<file path="src/rtl/keypad_scan_fifo_if.sv">
// Keypad pin bundle plus the key-code FIFO read port of the scanner.
// master = scanner side (drives rows, presents codes); slave = board/consumer side.
// Widths follow the keypad geometry and FIFO depth parameters.
interface keypad_scan_fifo_if #(
  parameter int ROWS       = 4,
  parameter int COLS       = 4,
  parameter int FIFO_DEPTH = 4
);
  localparam int KEY_W = $clog2(ROWS * COLS);
  localparam int CNT_W = $clog2(FIFO_DEPTH) + 1;

  logic [ROWS-1:0]  row_out;
  logic [COLS-1:0]  col_in;
  logic [KEY_W-1:0] key_out;
  logic             ready;
  logic             ack;
  logic             pressed;
  logic             overflow;
  logic             ovf_clr;
  logic [CNT_W-1:0] count;

  modport master (
    output row_out, key_out, ready, pressed, overflow, count,
    input  col_in, ack, ovf_clr
  );

  modport slave (
    input  row_out, key_out, ready, pressed, overflow, count,
    output col_in, ack, ovf_clr
  );
endinterface

</file>
<file path="src/rtl/keypad_scan_fifo.sv">
// Matrix keypad scanner: row drive, per-frame single-key decode, frame debounce, key-code FIFO.
// Latency: a key is queued DEBOUNCE frames after first seen; ready rises one cycle after that frame end.
// Backpressure: codes wait in the FIFO until acked; a push into a full FIFO without a same-edge pop is dropped and flagged.
module keypad_scan_fifo #(
  parameter int ROWS       = 4,
  parameter int COLS       = 4,
  parameter int SCAN_DIV   = 65536,
  parameter int DEBOUNCE   = 12,
  parameter int FIFO_DEPTH = 4
) (
  input logic                clk,
  input logic                rst_n,
  keypad_scan_fifo_if.master kp
);
  localparam int KEY_W = $clog2(ROWS * COLS);
  localparam int DIV_W = $clog2(SCAN_DIV);
  localparam int ROW_W = $clog2(ROWS);
  localparam int COL_W = $clog2(COLS);
  localparam int RUN_W = $clog2(DEBOUNCE + 1);
  localparam int AW    = $clog2(FIFO_DEPTH);

  typedef enum logic [1:0] {CAND_NONE, CAND_KEY, CAND_MULTI} cand_kind_e;
  typedef struct packed {
    cand_kind_e       kind;
    logic [KEY_W-1:0] key;   // zero unless kind is CAND_KEY, so struct equality is exact
  } cand_t;

  localparam cand_t CAND_IDLE = '{kind: CAND_NONE, key: '0};

  logic [COLS-1:0]  col_meta, col_sync;
  logic [DIV_W-1:0] div_cnt;
  logic [ROW_W-1:0] row_idx;
  logic             sample, frame_end;
  logic [1:0]       row_hits, base_hits, frame_hits, acc_hits;
  logic [2:0]       hit_sum;
  logic [COL_W-1:0] row_col;
  logic [KEY_W-1:0] frame_key, acc_key;
  cand_t            cand, last_cand, stable;
  logic [RUN_W-1:0] run_cnt, run_nxt;
  logic             stable_upd, push;
  logic [KEY_W-1:0] mem [FIFO_DEPTH];
  logic [AW:0]      wr_ptr, rd_ptr, fifo_cnt;
  logic             not_empty, full, pop, do_write, drop, overflow_q;

  assign sample    = (div_cnt == DIV_W'(SCAN_DIV - 1));
  assign frame_end = sample && (row_idx == ROW_W'(ROWS - 1));

  // Column lines are asynchronous: two-flop synchroniser, idle (released) level is high.
  always_ff @(posedge clk or negedge rst_n) begin
    if (!rst_n) begin
      col_meta <= '1;
      col_sync <= '1;
    end else begin
      col_meta <= kp.col_in;
      col_sync <= col_meta;
    end
  end

  // Row dwell divider; the active row advances when the divider wraps.
  always_ff @(posedge clk or negedge rst_n) begin
    if (!rst_n) begin
      div_cnt <= '0;
      row_idx <= '0;
    end else if (sample) begin
      div_cnt <= '0;
      row_idx <= (row_idx == ROW_W'(ROWS - 1)) ? '0 : row_idx + 1'b1;
    end else begin
      div_cnt <= div_cnt + 1'b1;
    end
  end

  assign kp.row_out = ~(ROWS'(1) << row_idx);

  // Count low columns in the current row (saturating at 2) and remember the last low column.
  always_comb begin
    row_hits = 2'd0;
    row_col  = '0;
    for (int c = 0; c < COLS; c++) begin
      if (!col_sync[c]) begin
        if (row_hits != 2'd2) row_hits = row_hits + 2'd1;
        row_col = COL_W'(c);
      end
    end
  end

  // Fold this row's hits into the frame tally; row 0 starts a fresh frame.
  always_comb begin
    base_hits  = (row_idx == '0) ? 2'd0 : acc_hits;
    hit_sum    = {1'b0, base_hits} + {1'b0, row_hits};
    frame_hits = (hit_sum > 3'd2) ? 2'd2 : hit_sum[1:0];
    frame_key  = acc_key;
    if (row_hits == 2'd1 && base_hits == 2'd0)
      frame_key = KEY_W'(int'(row_idx) * COLS + int'(row_col));
  end

  // Frame tally registers, updated on every row sample.
  always_ff @(posedge clk or negedge rst_n) begin
    if (!rst_n) begin
      acc_hits <= 2'd0;
      acc_key  <= '0;
    end else if (sample) begin
      acc_hits <= frame_hits;
      acc_key  <= frame_key;
    end
  end

  // Frame candidate, debounce run length, and the stable-change / push decision.
  always_comb begin
    cand = CAND_IDLE;
    case (frame_hits)
      2'd0:    cand = CAND_IDLE;
      2'd1:    cand = '{kind: CAND_KEY, key: frame_key};
      default: cand = '{kind: CAND_MULTI, key: '0};
    endcase
    if (cand == last_cand)
      run_nxt = (run_cnt == RUN_W'(DEBOUNCE)) ? run_cnt : run_cnt + 1'b1;
    else
      run_nxt = RUN_W'(1);
    stable_upd = frame_end && (run_nxt == RUN_W'(DEBOUNCE)) && (cand != stable);
    // Any change of stable into KEY(k) is by construction a change from a different value.
    push       = stable_upd && (cand.kind == CAND_KEY);
  end

  // Debounce state advances once per frame.
  always_ff @(posedge clk or negedge rst_n) begin
    if (!rst_n) begin
      last_cand <= CAND_IDLE;
      stable    <= CAND_IDLE;
      run_cnt   <= '0;
    end else if (frame_end) begin
      last_cand <= cand;
      run_cnt   <= run_nxt;
      if (stable_upd) stable <= cand;
    end
  end

  assign kp.pressed = (stable.kind == CAND_KEY);

  assign fifo_cnt  = wr_ptr - rd_ptr;
  assign not_empty = (wr_ptr != rd_ptr);
  assign full      = (wr_ptr[AW] != rd_ptr[AW]) && (wr_ptr[AW-1:0] == rd_ptr[AW-1:0]);
  assign pop       = kp.ack && not_empty;
  assign do_write  = push && (!full || pop);
  assign drop      = push && full && !pop;

  // Key-code storage; not reset, contents are only meaningful while ready is high.
  always_ff @(posedge clk) begin
    if (do_write) mem[wr_ptr[AW-1:0]] <= cand.key;
  end

  // FIFO pointers and sticky overflow; a new drop wins over a same-cycle clear.
  always_ff @(posedge clk or negedge rst_n) begin
    if (!rst_n) begin
      wr_ptr     <= '0;
      rd_ptr     <= '0;
      overflow_q <= 1'b0;
    end else begin
      if (do_write) wr_ptr <= wr_ptr + 1'b1;
      if (pop)      rd_ptr <= rd_ptr + 1'b1;
      if (drop)            overflow_q <= 1'b1;
      else if (kp.ovf_clr) overflow_q <= 1'b0;
    end
  end

  assign kp.key_out  = mem[rd_ptr[AW-1:0]];
  assign kp.ready    = not_empty;
  assign kp.count    = fifo_cnt;
  assign kp.overflow = overflow_q;
endmodule

</file>
<file path="src/flat_wrapper.sv">
// flat-port wrapper written by rule: the top's interface ports become plain ports
module keypad_scan_fifo_flat 
#(
  parameter int ROWS       = 4,
  parameter int COLS       = 4,
  parameter int SCAN_DIV   = 65536,
  parameter int DEBOUNCE   = 12,
  parameter int FIFO_DEPTH = 4
)
  (clk, rst_n, kp_row_out, kp_key_out, kp_ready, kp_pressed, kp_overflow, kp_count, kp_col_in, kp_ack, kp_ovf_clr);
  keypad_scan_fifo_if #(.ROWS(ROWS), .COLS(COLS), .FIFO_DEPTH(FIFO_DEPTH)) kp_i ();
  input logic clk;
  input logic rst_n;
  output wire logic [$bits(kp_i.row_out)-1:0] kp_row_out;
  output wire logic [$bits(kp_i.key_out)-1:0] kp_key_out;
  output wire logic [$bits(kp_i.ready)-1:0] kp_ready;
  output wire logic [$bits(kp_i.pressed)-1:0] kp_pressed;
  output wire logic [$bits(kp_i.overflow)-1:0] kp_overflow;
  output wire logic [$bits(kp_i.count)-1:0] kp_count;
  input wire logic [$bits(kp_i.col_in)-1:0] kp_col_in;
  input wire logic [$bits(kp_i.ack)-1:0] kp_ack;
  input wire logic [$bits(kp_i.ovf_clr)-1:0] kp_ovf_clr;
  assign kp_row_out = kp_i.row_out;
  assign kp_key_out = kp_i.key_out;
  assign kp_ready = kp_i.ready;
  assign kp_pressed = kp_i.pressed;
  assign kp_overflow = kp_i.overflow;
  assign kp_count = kp_i.count;
  assign kp_i.col_in = kp_col_in;
  assign kp_i.ack = kp_ack;
  assign kp_i.ovf_clr = kp_ovf_clr;
  keypad_scan_fifo #(.ROWS(ROWS), .COLS(COLS), .SCAN_DIV(SCAN_DIV), .DEBOUNCE(DEBOUNCE), .FIFO_DEPTH(FIFO_DEPTH)) u_core (.clk(clk), .rst_n(rst_n), .kp(kp_i));
endmodule
</file>
<file path="config.mk">
export PLATFORM = sky130hd
export DESIGN_NAME = keypad_scan_fifo_flat
export DESIGN_NICKNAME = d
export VERILOG_FILES = /design/src/rtl/keypad_scan_fifo_if.sv /design/src/rtl/keypad_scan_fifo.sv /design/src/flat_wrapper.sv
export SDC_FILE = /design/constraint.sdc
export NUM_CORES = 1
export LEC_CHECK = 0
export ABC_AREA = 1
export BUFFER_PORTS_ARGS = -buffer_cell sky130_fd_sc_hd__buf_2
export CELL_PAD_IN_SITES_DETAIL_PLACEMENT = 1
export CELL_PAD_IN_SITES_GLOBAL_PLACEMENT = 1
export CORE_MARGIN = 3
export CORE_UTILIZATION = 49
export CTS_BUF_LIST = sky130_fd_sc_hd__clkbuf_8
export DETAILED_ROUTE_END_ITERATION = 8
export PLACE_DENSITY_LB_ADDON = 0.1
export RECOVER_POWER = 100
export REMOVE_ABC_BUFFERS = 1
export SYNTH_ARGS = -nofsm -noshare
export SYNTH_HDL_FRONTEND = slang
export SYNTH_SLANG_ARGS = --single-unit
export TNS_END_PERCENT = 20
</file>
<file path="constraint.sdc">
create_clock -name clk -period 5.6 [get_ports clk]
set_input_delay 0.84 -clock clk [delete_from_list [all_inputs] [get_ports clk]]
set_output_delay 0.84 -clock clk [all_outputs]
set_load 0.01 [all_outputs]
</file>
Yosys cells after proc, flatten, opt, wreduce, memory -nomap -nowiden:

Memory sizes are Yosys's and may differ from the RTL's.
Cells that the tools add are included.

* memory bits (writable): 16
* memories kept: 1
* bits in registers: 55
* input bits: 8
* output and inout bits: 14
* logic and storage cells: 85

* $lt $le $gt $ge: 1
* bitwise logic cells: 1
* reductions and logical operators: 18
* $add $sub $neg: 11
* equality and inequality tests: 16
* multiplexer cells: 22
* shift-type cells: 1

Memories
* u_core.mem: words 4, bits a word 4, read ports 1, clocked after Yosys merged registers in 0, write ports 1, line keypad_scan_fifo.sv:41 `logic [KEY_W-1:0] mem [FIFO_DEPTH];`

Operators with widths (number)
* two-way mux 2 bit: 11
* adder 16 x 1 -> 16 bit, second input constant: 1
* equality test 16 bit, second input constant: 1
* two-way mux 16 bit: 1
* two-way mux 4 bit: 3
* one-hot mux 6 bit (2 select lines): 1
* logical AND 1 bit: 10
* equality test 2 x 1 -> 1 bit, second input constant: 4
* equality test 4 bit, second input constant: 2
* adder 2 x 1 -> 2 bit, second input constant: 3
* adder 3 x 1 -> 3 bit, second input constant: 2
* equality test 6 bit: 1
* logical NOT 2 bit: 3
* two-way mux 1 bit: 6
* inequality test 6 bit: 1
* adder 4 x 1 -> 4 bit, second input constant: 1
* adder 4 x 2 -> 4 bit: 1
* inequality test 2 bit, second input constant: 2
* NOT 4 bit: 1
* left shift 1 x 2 -> 4 bit, first input constant: 1
* adder 2 x 2 -> 3 bit: 1
* > comparator 3 x 2 -> 1 bit, second input constant: 1
* inequality test 3 bit: 1
* subtractor 3 bit: 1
* 9 further kinds: 10

Depth between registers and ports, before layout:

Gate-level depths: netlist of the first run.

* depth in word-level cells: 24
* mapped depth: 28
* gate-level depth less buffers: 27

Worst setup path after synthesis of the first run:

Ideal clock, no wire load.

* path type: flip-flop to flip-flop
* start point: register u_core.col_sync[1]
* end point: memory u_core.mem[0][0] (netlist name) (enable)
* required time: 5287 ps
* cell stages (with the launch flop): 26
* arrival: 3664 ps
* buffers on the path: 1
* setup slack: 1622 ps
* period minus slack after synthesis: 3978 ps
* setup time: 313 ps
* cell sequence: dfstp_2 inv_1 ha_1 nand2_1 nand2_1 inv_1 ha_1 or2_1 and2_1 ha_1 inv_1 fa_1 nand2_1 inv_2 nand2_2 inv_2 buf_2 nand3_1 nand3_2 nor2_4 nand3_2 nor2_2 nand2_4 nor2_4 nand2_4 nor2_2

* cells in the longest elaborated chain, start to end: 21
* elaborated cells on any way between the ends: 33
* classes of those cells: 4 x add/sub; 1 x order compare; 8 x eq/ne; 14 x mux; 6 x reduce/logical

Ends and longest elaborated chain
* start: declaration: line keypad_scan_fifo.sv:30 `logic [COLS-1:0] col_meta, col_sync;`
* start signal: assignment: line keypad_scan_fifo.sv:55 `col_sync <= col_meta;`
* two-way mux 2 bit: line keypad_scan_fifo.sv:79 `if (!col_sync[c]) begin`
* adder 2 x 1 -> 2 bit / inequality test 2 bit (equally long branches): line keypad_scan_fifo.sv:80 `if (row_hits != 2'd2) row_hits = row_hits + 2'd1;`
* two-way mux 2 bit: line keypad_scan_fifo.sv:80
* two-way mux 2 bit: line keypad_scan_fifo.sv:79
* adder 2 x 1 -> 2 bit / inequality test 2 bit (equally long branches): line keypad_scan_fifo.sv:80
* two-way mux 2 bit: line keypad_scan_fifo.sv:80
* two-way mux 2 bit: line keypad_scan_fifo.sv:79
* adder 2 x 2 -> 3 bit: line keypad_scan_fifo.sv:89 `hit_sum = {1'b0, base_hits} + {1'b0, row_hits};`
* [4 not listed]
* equality test 6 bit: line keypad_scan_fifo.sv:115 `if (cand == last_cand)`
* two-way mux 4 bit: line keypad_scan_fifo.sv:115
* equality test 4 bit: line keypad_scan_fifo.sv:119 `stable_upd = frame_end && (run_nxt == RUN_W'(DEBOUNCE)) && (cand != stable);`
* logical AND 1 bit (2 in a row): line keypad_scan_fifo.sv:119
* logical AND 1 bit *: line keypad_scan_fifo.sv:121 `push = stable_upd && (cand.kind == CAND_KEY);`
* logical AND 1 bit *: line keypad_scan_fifo.sv:143 `assign do_write = push && (!full || pop);`
* two-way mux 1 bit *: line keypad_scan_fifo.sv:148 `if (do_write) mem[wr_ptr[AW-1:0]] <= cand.key;`
* two-way mux 1 bit (not written as such) *: line keypad_scan_fifo.sv:148
* end: declaration: line keypad_scan_fifo.sv:41

Mark *: on every way between the ends. The rest lies on a longest branch, timed or not.

Worst setup path in the final report of the first run:

* start point: register u_core.col_sync[1]
* end point: memory u_core.mem[1][3] (netlist name) (enable)

Same word-level chain as after synthesis.

==> results of run 1 <==
==> cell families after synthesis <==
family,Yosys count,synth area share [%]
DFF,71,49.8
xor gates and xnor gates,10,2.34
and+or+nand+nor,173,23.0
AOI/OAI and AO/OA,63,9.44
adders and majority gates,20,7.07
buffers and inverters,81,8.38
==> layout by cell type, fill, tap and decap left out, drive strengths merged <==
master / n
o22ai: 8
nand3: 24
nor3: 3
nor4: 2
xor2: 8
o31ai: 1
and2: 1
a21oi: 7
and2b: 1
a31oi: 1
nor2: 43
ha: 18
clkinvlp: 1
clkinv: 4
fa: 2
clkbuf: 26
a211oi: 3
or2: 2
dfstp: 8
dfrtp: 47
nand4: 6
buf: 7
xnor2: 2
inv: 77
nand3b: 1
nand2: 90
edfxtp: 16
o21bai: 3
o21ai: 39
o221a: 1
==> cells in the mapped netlist (all sizes together), types with 6 or more instances <==
master,instances,area (µm²)
o21ai,39,199
dfrtp,47,1180
edfxtp,16,480
nand4,6,37.5
xor2,8,70.1
nand2,90,380
ha,18,225
dfstp,8,210
inv,75,282
nor2,43,210
o22ai,8,50.1
a21oi,7,35.0
nand3,24,163
==> flip-flops by register name (all words and copies together), names as in the netlist <==
name                cells
u_core.stable           6
u_core.col_meta         4
u_core.acc_key          4
u_core.row_idx          2
u_core.run_cnt          4
u_core.wr_ptr           3
u_core.rd_ptr           3
u_core.acc_hits         2
u_core.col_sync         4
u_core.last_cand        6
u_core.kp.overflow      1
u_core.mem             16
u_core.div_cnt         16
==> worst max-delay path, stage by stage (launching register included) <==
cell and delay [ns]:
dfstp_1 0.53, inv_1 0.06, ha_1 0.27, nand2_1 0.12, nand2_1 0.08, inv_1 0.06
ha_1 0.15, or2_1 0.12, and2_0 0.16, ha_1 0.16, inv_1 0.05, fa_1 0.47
nand2_1 0.06, inv_2 0.11, nand2_1 0.22, inv_1 0.43, nand3_1 0.23, nand2_1 0.11
nand3_1 0.12, nor2_4 0.12, nand3_2 0.09, nor2_2 0.18, nand2_4 0.15, nor2_4 0.15
nand2_4 0.09, nor2_2 0.21
==> stage by stage <==
step                cell area (µm²)  cells  hold WS (ns)  setup WS (ns)
floorplan                      3720    413         0.345           1.58
global placement               3970    535         0.345           1.28
detailed placement             3970    535         0.352           1.04
CTS                            4130    551         0.362          0.987
global route                   4050    551         0.366          0.349
finish                         4050    551         0.361          0.790
==> routing by layer <==
layer | vias up | global-route usage (%)
li1 | 1396 | -
met1 | 1377 | 25.8
met4 | 0 | 5.25
met3 | 10 | 4.26
met2 | 22 | 36.7
met5 | - | 0
==> worst paths after layout <==
kind / start / slack [ns] / to / cells after the start
max in group asynchronous: rst_n / 2.31 / u_core.div_cnt[8] / 2
worst min-delay path: u_core.col_meta[3] / 0.36 / u_core.col_sync[3] / 0
worst max register to register: u_core.col_sync[1] / 0.79 / u_core.mem[1][3] / 25
worst min register to register: u_core.col_meta[3] / 0.36 / u_core.col_sync[3] / 0
min in group asynchronous: rst_n / 1.58 / u_core.last_cand[5] / 2
worst max-delay path: u_core.col_sync[1] / 0.79 / u_core.mem[1][3] / 25
==> layout make-up <==
cell class / count / area [µm²] / area share, %
multi-input cells: 266 / 1520 / 37.4
clock buffers: 10 / 138 / 3.40
inverters: 76 / 285 / 7.04
clock inverters: 6 / 30.0 / 0.741
flip-flops and latches: 71 / 1870 / 46.0
well taps: 99 / 124 / 3.06
repair buffers: 23 / 95.1 / 2.35
==> power groups by stage <==
stage / clock network (W) / registers, W / logic [W]
after global placement: 0 / 0.000577 / 0.000219
final: 0.000355 / 0.000568 / 0.000211
after CTS: 0.000361 / 0.000569 / 0.000230
after floorplan: 0 / 0.000572 / 0.000148
after detailed placement: 0 / 0.000580 / 0.000229
after global routing: 0.000390 / 0.000572 / 0.000236
==> qor.txt, run 1 <==
Slew @ Worst Pin: 3.01 ns
Max-cap violations: 1
Clock buffer count from CTS: 9
Deepest clock path buffer count: 2
Failing checks: capacitance limit, slew limit
Total GRT Usage: 20.8%
Netlist cell types: 42
Reg clk slew, reported paths: 0.07 ns
Final period utilization: 85.9%
Avg Cell Area, Syn: 8.97 µm²
Pin count of the biggest net entering global routing: 56
Area growth syn-to-layout: 8.11%
Critical setup path kind: register to register
Sequential power share: 50.1%
Most common flop cell mapped by yosys: dfrtp_1
Pre-Repair DR Iteration Count: 4
Power Internal: 0.000783 W
Worst rel slew slack: -100%
VDD IR max: 0.130 mV
Max FO, Critical Path: 15
Initial DRC Count: 76
Status: finished, violations left
Via density per instance: 5.09
M1 WL: 3700 µm
Highest Signal Layer: met4
Synth Instances: 418
Total power: 0.00113 W
CP Data Required Time: 5.63 ns
Post-CTS resize count: 0
Fin Setup TNS: 0 ns
RSZ-0062 raised after global routing: no
Synth Cell Area: 0.00375 mm²
Grt total ovfl: 0
Post-route DRC: 0
Hold-fix buffers, CTS: 0
Crit path DAT: 4.84 ns
Share of layout cells above drive strength 1: 11.3%
Post-CTS Setup Bufs: 0
P_sw: 0.000351 W
Register area share after synthesis: 49.8%
Die X: 93.5 µm
Clock sinks: 71
Setup crit end kind: register
Leakage power: 1.86 nW
CTS H-Tree Depth: 3
DP Wirelength: 6240 µm
EDFF count, synth: 16
Ports: 22
Number of global-route vias before repair: 3001
CTS tree: built
Core Util, Final: 55.3%
Via Count: 2805
Clock network power share: 31.3%
Starting Density: 51.2%
Crit start category: register
Fmax achieved: 208 MHz
Clock Tree Root: clkbuf_8
Synth warnings: 0
Pwr per Cell Area: 280 mW/mm²
DIE AREA: 0.00874 mm²
Pins Over Slew Limit: 56
Initial antenna violation count: 0
Final setup viols: 0
Overall routed net length: 8200 µm
Tmin final: 4.81 ns
Skew final: 0.00974 ns
Met2 wire length: 4220 µm
Port Buffers: 21
Register bit total from synthesis: 71
Ant. Diodes: 0
Met3 Wirelength: 186 µm
Logic pwr share: 18.6%
Endpoints failing hold: 0
Chip height: 93.5 µm
Sw Share: 31.0%
Drt wl/cell: 14.9 µm
Antenna viol nets, final: 0
Fillers: 893
Row Count: 31
Core area: 0.00733 mm²
Fin nets: 475
Clock Latency Late Sink: 0.34 ns
Routability Congestion: 0.803
First-pass GRT wire length: 14100 µm
Post-synth ARST share: 77.5%
Hold Path Class: register to register
Note: power is estimated with default switching activity, not from simulation.
==> inputs of run 2 (changes only) <==
--- a/config.mk
+++ b/config.mk
@@ -14,7 +14,7 @@
 export CTS_BUF_LIST = sky130_fd_sc_hd__clkbuf_8
 export DETAILED_ROUTE_END_ITERATION = 8
 export PLACE_DENSITY_LB_ADDON = 0.1
-export RECOVER_POWER = 100
+export RECOVER_POWER = 50
 export REMOVE_ABC_BUFFERS = 1
 export SYNTH_ARGS = -nofsm -noshare
 export SYNTH_HDL_FRONTEND = slang
==> run 2 against run 1 <==
Net effect:
- the run still ends with capacitance limit, slew limit left
- critical path depth did not move
- global-route usage did not move
- clock skew barely moved
- critical path type unchanged
- first-iteration DRC count fell by 6.6%
- wire length barely moved
- sequential power barely moved
- largest cell class unchanged
- via count rose by 0.21%
- setup slack improved by 0.23 ns
- non-clock buffer count did not move
- final cell count did not move
- worst hold slack barely moved
- final area rose by 1.6%
==> qor.txt, run 2 (same netlist as run 1, synthesis figures left out) <==
Share of layout cells above drive strength 1: 15.9% (+4.6 points)
Fin Setup TNS: 0 ns (unchanged)
Post-CTS resize count: 0 (unchanged)
RSZ-0062 raised after global routing: no
Crit start category: register
Status: finished, violations left
Deepest clock path buffer count: 2 (unchanged)
Grt total ovfl: 0 (unchanged)
Endpoints failing hold: 0 (unchanged)
Clock sinks: 71 (unchanged)
Slew @ Worst Pin: 3.00 ns (-0.00605 ns)
Antenna viol nets, final: 0 (unchanged)
Pre-Repair DR Iteration Count: 4 (unchanged)
Routability Congestion: 0.803 (unchanged)
Drt wl/cell: 14.9 µm (about the same)
Worst rel slew slack: -100% (+0.40 points)
Fin nets: 475 (unchanged)
Leakage power: 1.93 nW (+3.3%)
Hold-fix buffers, CTS: 0 (unchanged)
Hold Path Class: register to register
DP Wirelength: 6240 µm (unchanged)
Failing checks: capacitance limit, slew limit
CTS H-Tree Depth: 3 (unchanged)
First-pass GRT wire length: 14100 µm (unchanged)
Port Buffers: 21 (unchanged)
Row Count: 31 (unchanged)
Ports: 22 (unchanged)
Max FO, Critical Path: 15 (unchanged)
DP Cell Count: 535 (unchanged)
Core area: 0.00733 mm² (unchanged)
Area growth syn-to-layout: 9.84%
Max-cap violations: 1 (unchanged)
Ant. Diodes: 0 (unchanged)
Total GRT Usage: 20.8% (unchanged)
Total power: 0.00115 W (+1.2%)
Clock buffer count from CTS: 9 (unchanged)
Reg clk slew, reported paths: 0.07 ns (about the same)
Setup crit end kind: register
Fmax achieved: 218 MHz (+5.0%)
Commonest non-fill, non-tap cell in the layout: nand2_1
Critical setup path kind: register to register
Number of global-route vias before repair: 3001 (unchanged)
Skew final: 0.00941 ns (-0.000331 ns)
Final setup viols: 0 (unchanged)
Post-route DRC: 0 (unchanged)
Pin count of the biggest net entering global routing: 56 (unchanged)
Crit path DAT: 4.61 ns (-0.23 ns)
Via density per instance: 5.10 (+0.21%)
CTS tree: built
Post-CTS Setup Bufs: 0 (unchanged)
Tmin final: 4.58 ns (-0.228 ns)
Die X: 93.5 µm (unchanged)
DIE AREA: 0.00874 mm² (unchanged)
Starting Density: 51.2% (unchanged)
Most frequent cells in the layout: 81 x nand2_1, 74 x inv_1, 47 x dfrtp_1, 35 x nor2_1, 30 x o21ai_0
VDD IR max: 0.129 mV (-1.2%)
Initial antenna violation count: 0 (unchanged)
Pins Over Slew Limit: 56 (unchanged)
Final period utilization: 81.8% (-4.1 points)
Clock Latency Late Sink: 0.34 ns (about the same)
Overall routed net length: 8190 µm (about the same)
Via Count: 2811 (+0.21%)
Clock Tree Root: clkbuf_8
Initial DRC Count: 71 (-6.6%)
Core Util, Final: 56.2% (+0.89 points)
Chip height: 93.5 µm (unchanged)
Finished Layout Cells: 551 (unchanged)
CP Data Required Time: 5.63 ns (about the same)
Pwr per Cell Area: 279 mW/mm² (-0.41%)
[run 2: cell types whose count changed in the layout (fill, tap and decap cells not counted), moves of 2 or more]
cell and delta:
buf_2 +13, clkbuf_1 -13, nand3_1 -3, o21ai_0 -3
o21ai_1 +3, nand2_1 -2, nand3_2 +2
[run 2: through the flow]
step / instance area (µm²) / setup slack [ns] / hold WS (ns)
6_report: 4120 / 1.02 / 0.361
3_5_place_dp: 3970 / 1.04 / 0.352
3_3_place_gp: 3970 / 1.28 / 0.345
2_1_floorplan: 3720 / 1.58 / 0.345
5_1_grt: 4120 / 0.642 / 0.365
4_1_cts: 4130 / 0.987 / 0.362
[run 2: layout make-up]
| type | instances | area, µm² |
|---|---|---|
| timing repair buffer | 23 | 111 |
| clock inverter | 6 | 30.0 |
| multi-input combinational | 266 | 1560 |
| sequential | 71 | 1870 |
| tap | 99 | 124 |
| inverter | 76 | 285 |
| clock buffer | 10 | 138 |
| fill | 886 | 3210 |
[run 2: worst paths after layout]
path	start	depth (start not counted)	slack [ns]	to
max reg2reg	u_core.col_sync[0]	25	1.02	u_core.mem[1][3]
min in group asynchronous	rst_n	2	1.58	u_core.last_cand[5]
max in group asynchronous	rst_n	2	2.32	u_core.div_cnt[8]
min reg2reg	u_core.col_meta[3]	0	0.36	u_core.col_sync[3]
max	u_core.col_sync[0]	25	1.02	u_core.mem[1][3]
min	u_core.col_meta[3]	0	0.36	u_core.col_sync[3]
[run 2: routing by layer]
metal,vias up,part of all wire [%],track usage [%]
li1,1397,-,-
met1,1377,45,25.8
met2,28,52,36.7
met3,9,2.1,4.26
met4,0,1.0,5.25
met5,-,0,0
[run 2: power breakdown]
part / internal (W) / switching, W / total, W
logic: 0.0000823 / 0.000142 / 0.000225
registers: 0.000545 / 0.0000234 / 0.000568
clock network: 0.000167 / 0.000187 / 0.000355
total: 0.000795 / 0.000353 / 0.00115
[run 2: worst max-delay path: stages, from the launching register on]
cell and delay [ns]:
dfstp_2 0.54, inv_1 0.04, ha_1 0.28, nand2_1 0.12
nand2_1 0.08, inv_1 0.06, ha_1 0.15, or2_1 0.16
and2_1 0.17, ha_1 0.15, inv_1 0.05, fa_1 0.47
nand2_1 0.06, inv_2 0.12, nand2_2 0.15, inv_2 0.28
nand3_1 0.20, nand2_1 0.11, nand3_2 0.09, nor2_4 0.10
nand3_2 0.08, nor2_2 0.18, nand2_4 0.15, nor2_4 0.15
nand2_4 0.09, nor2_2 0.21
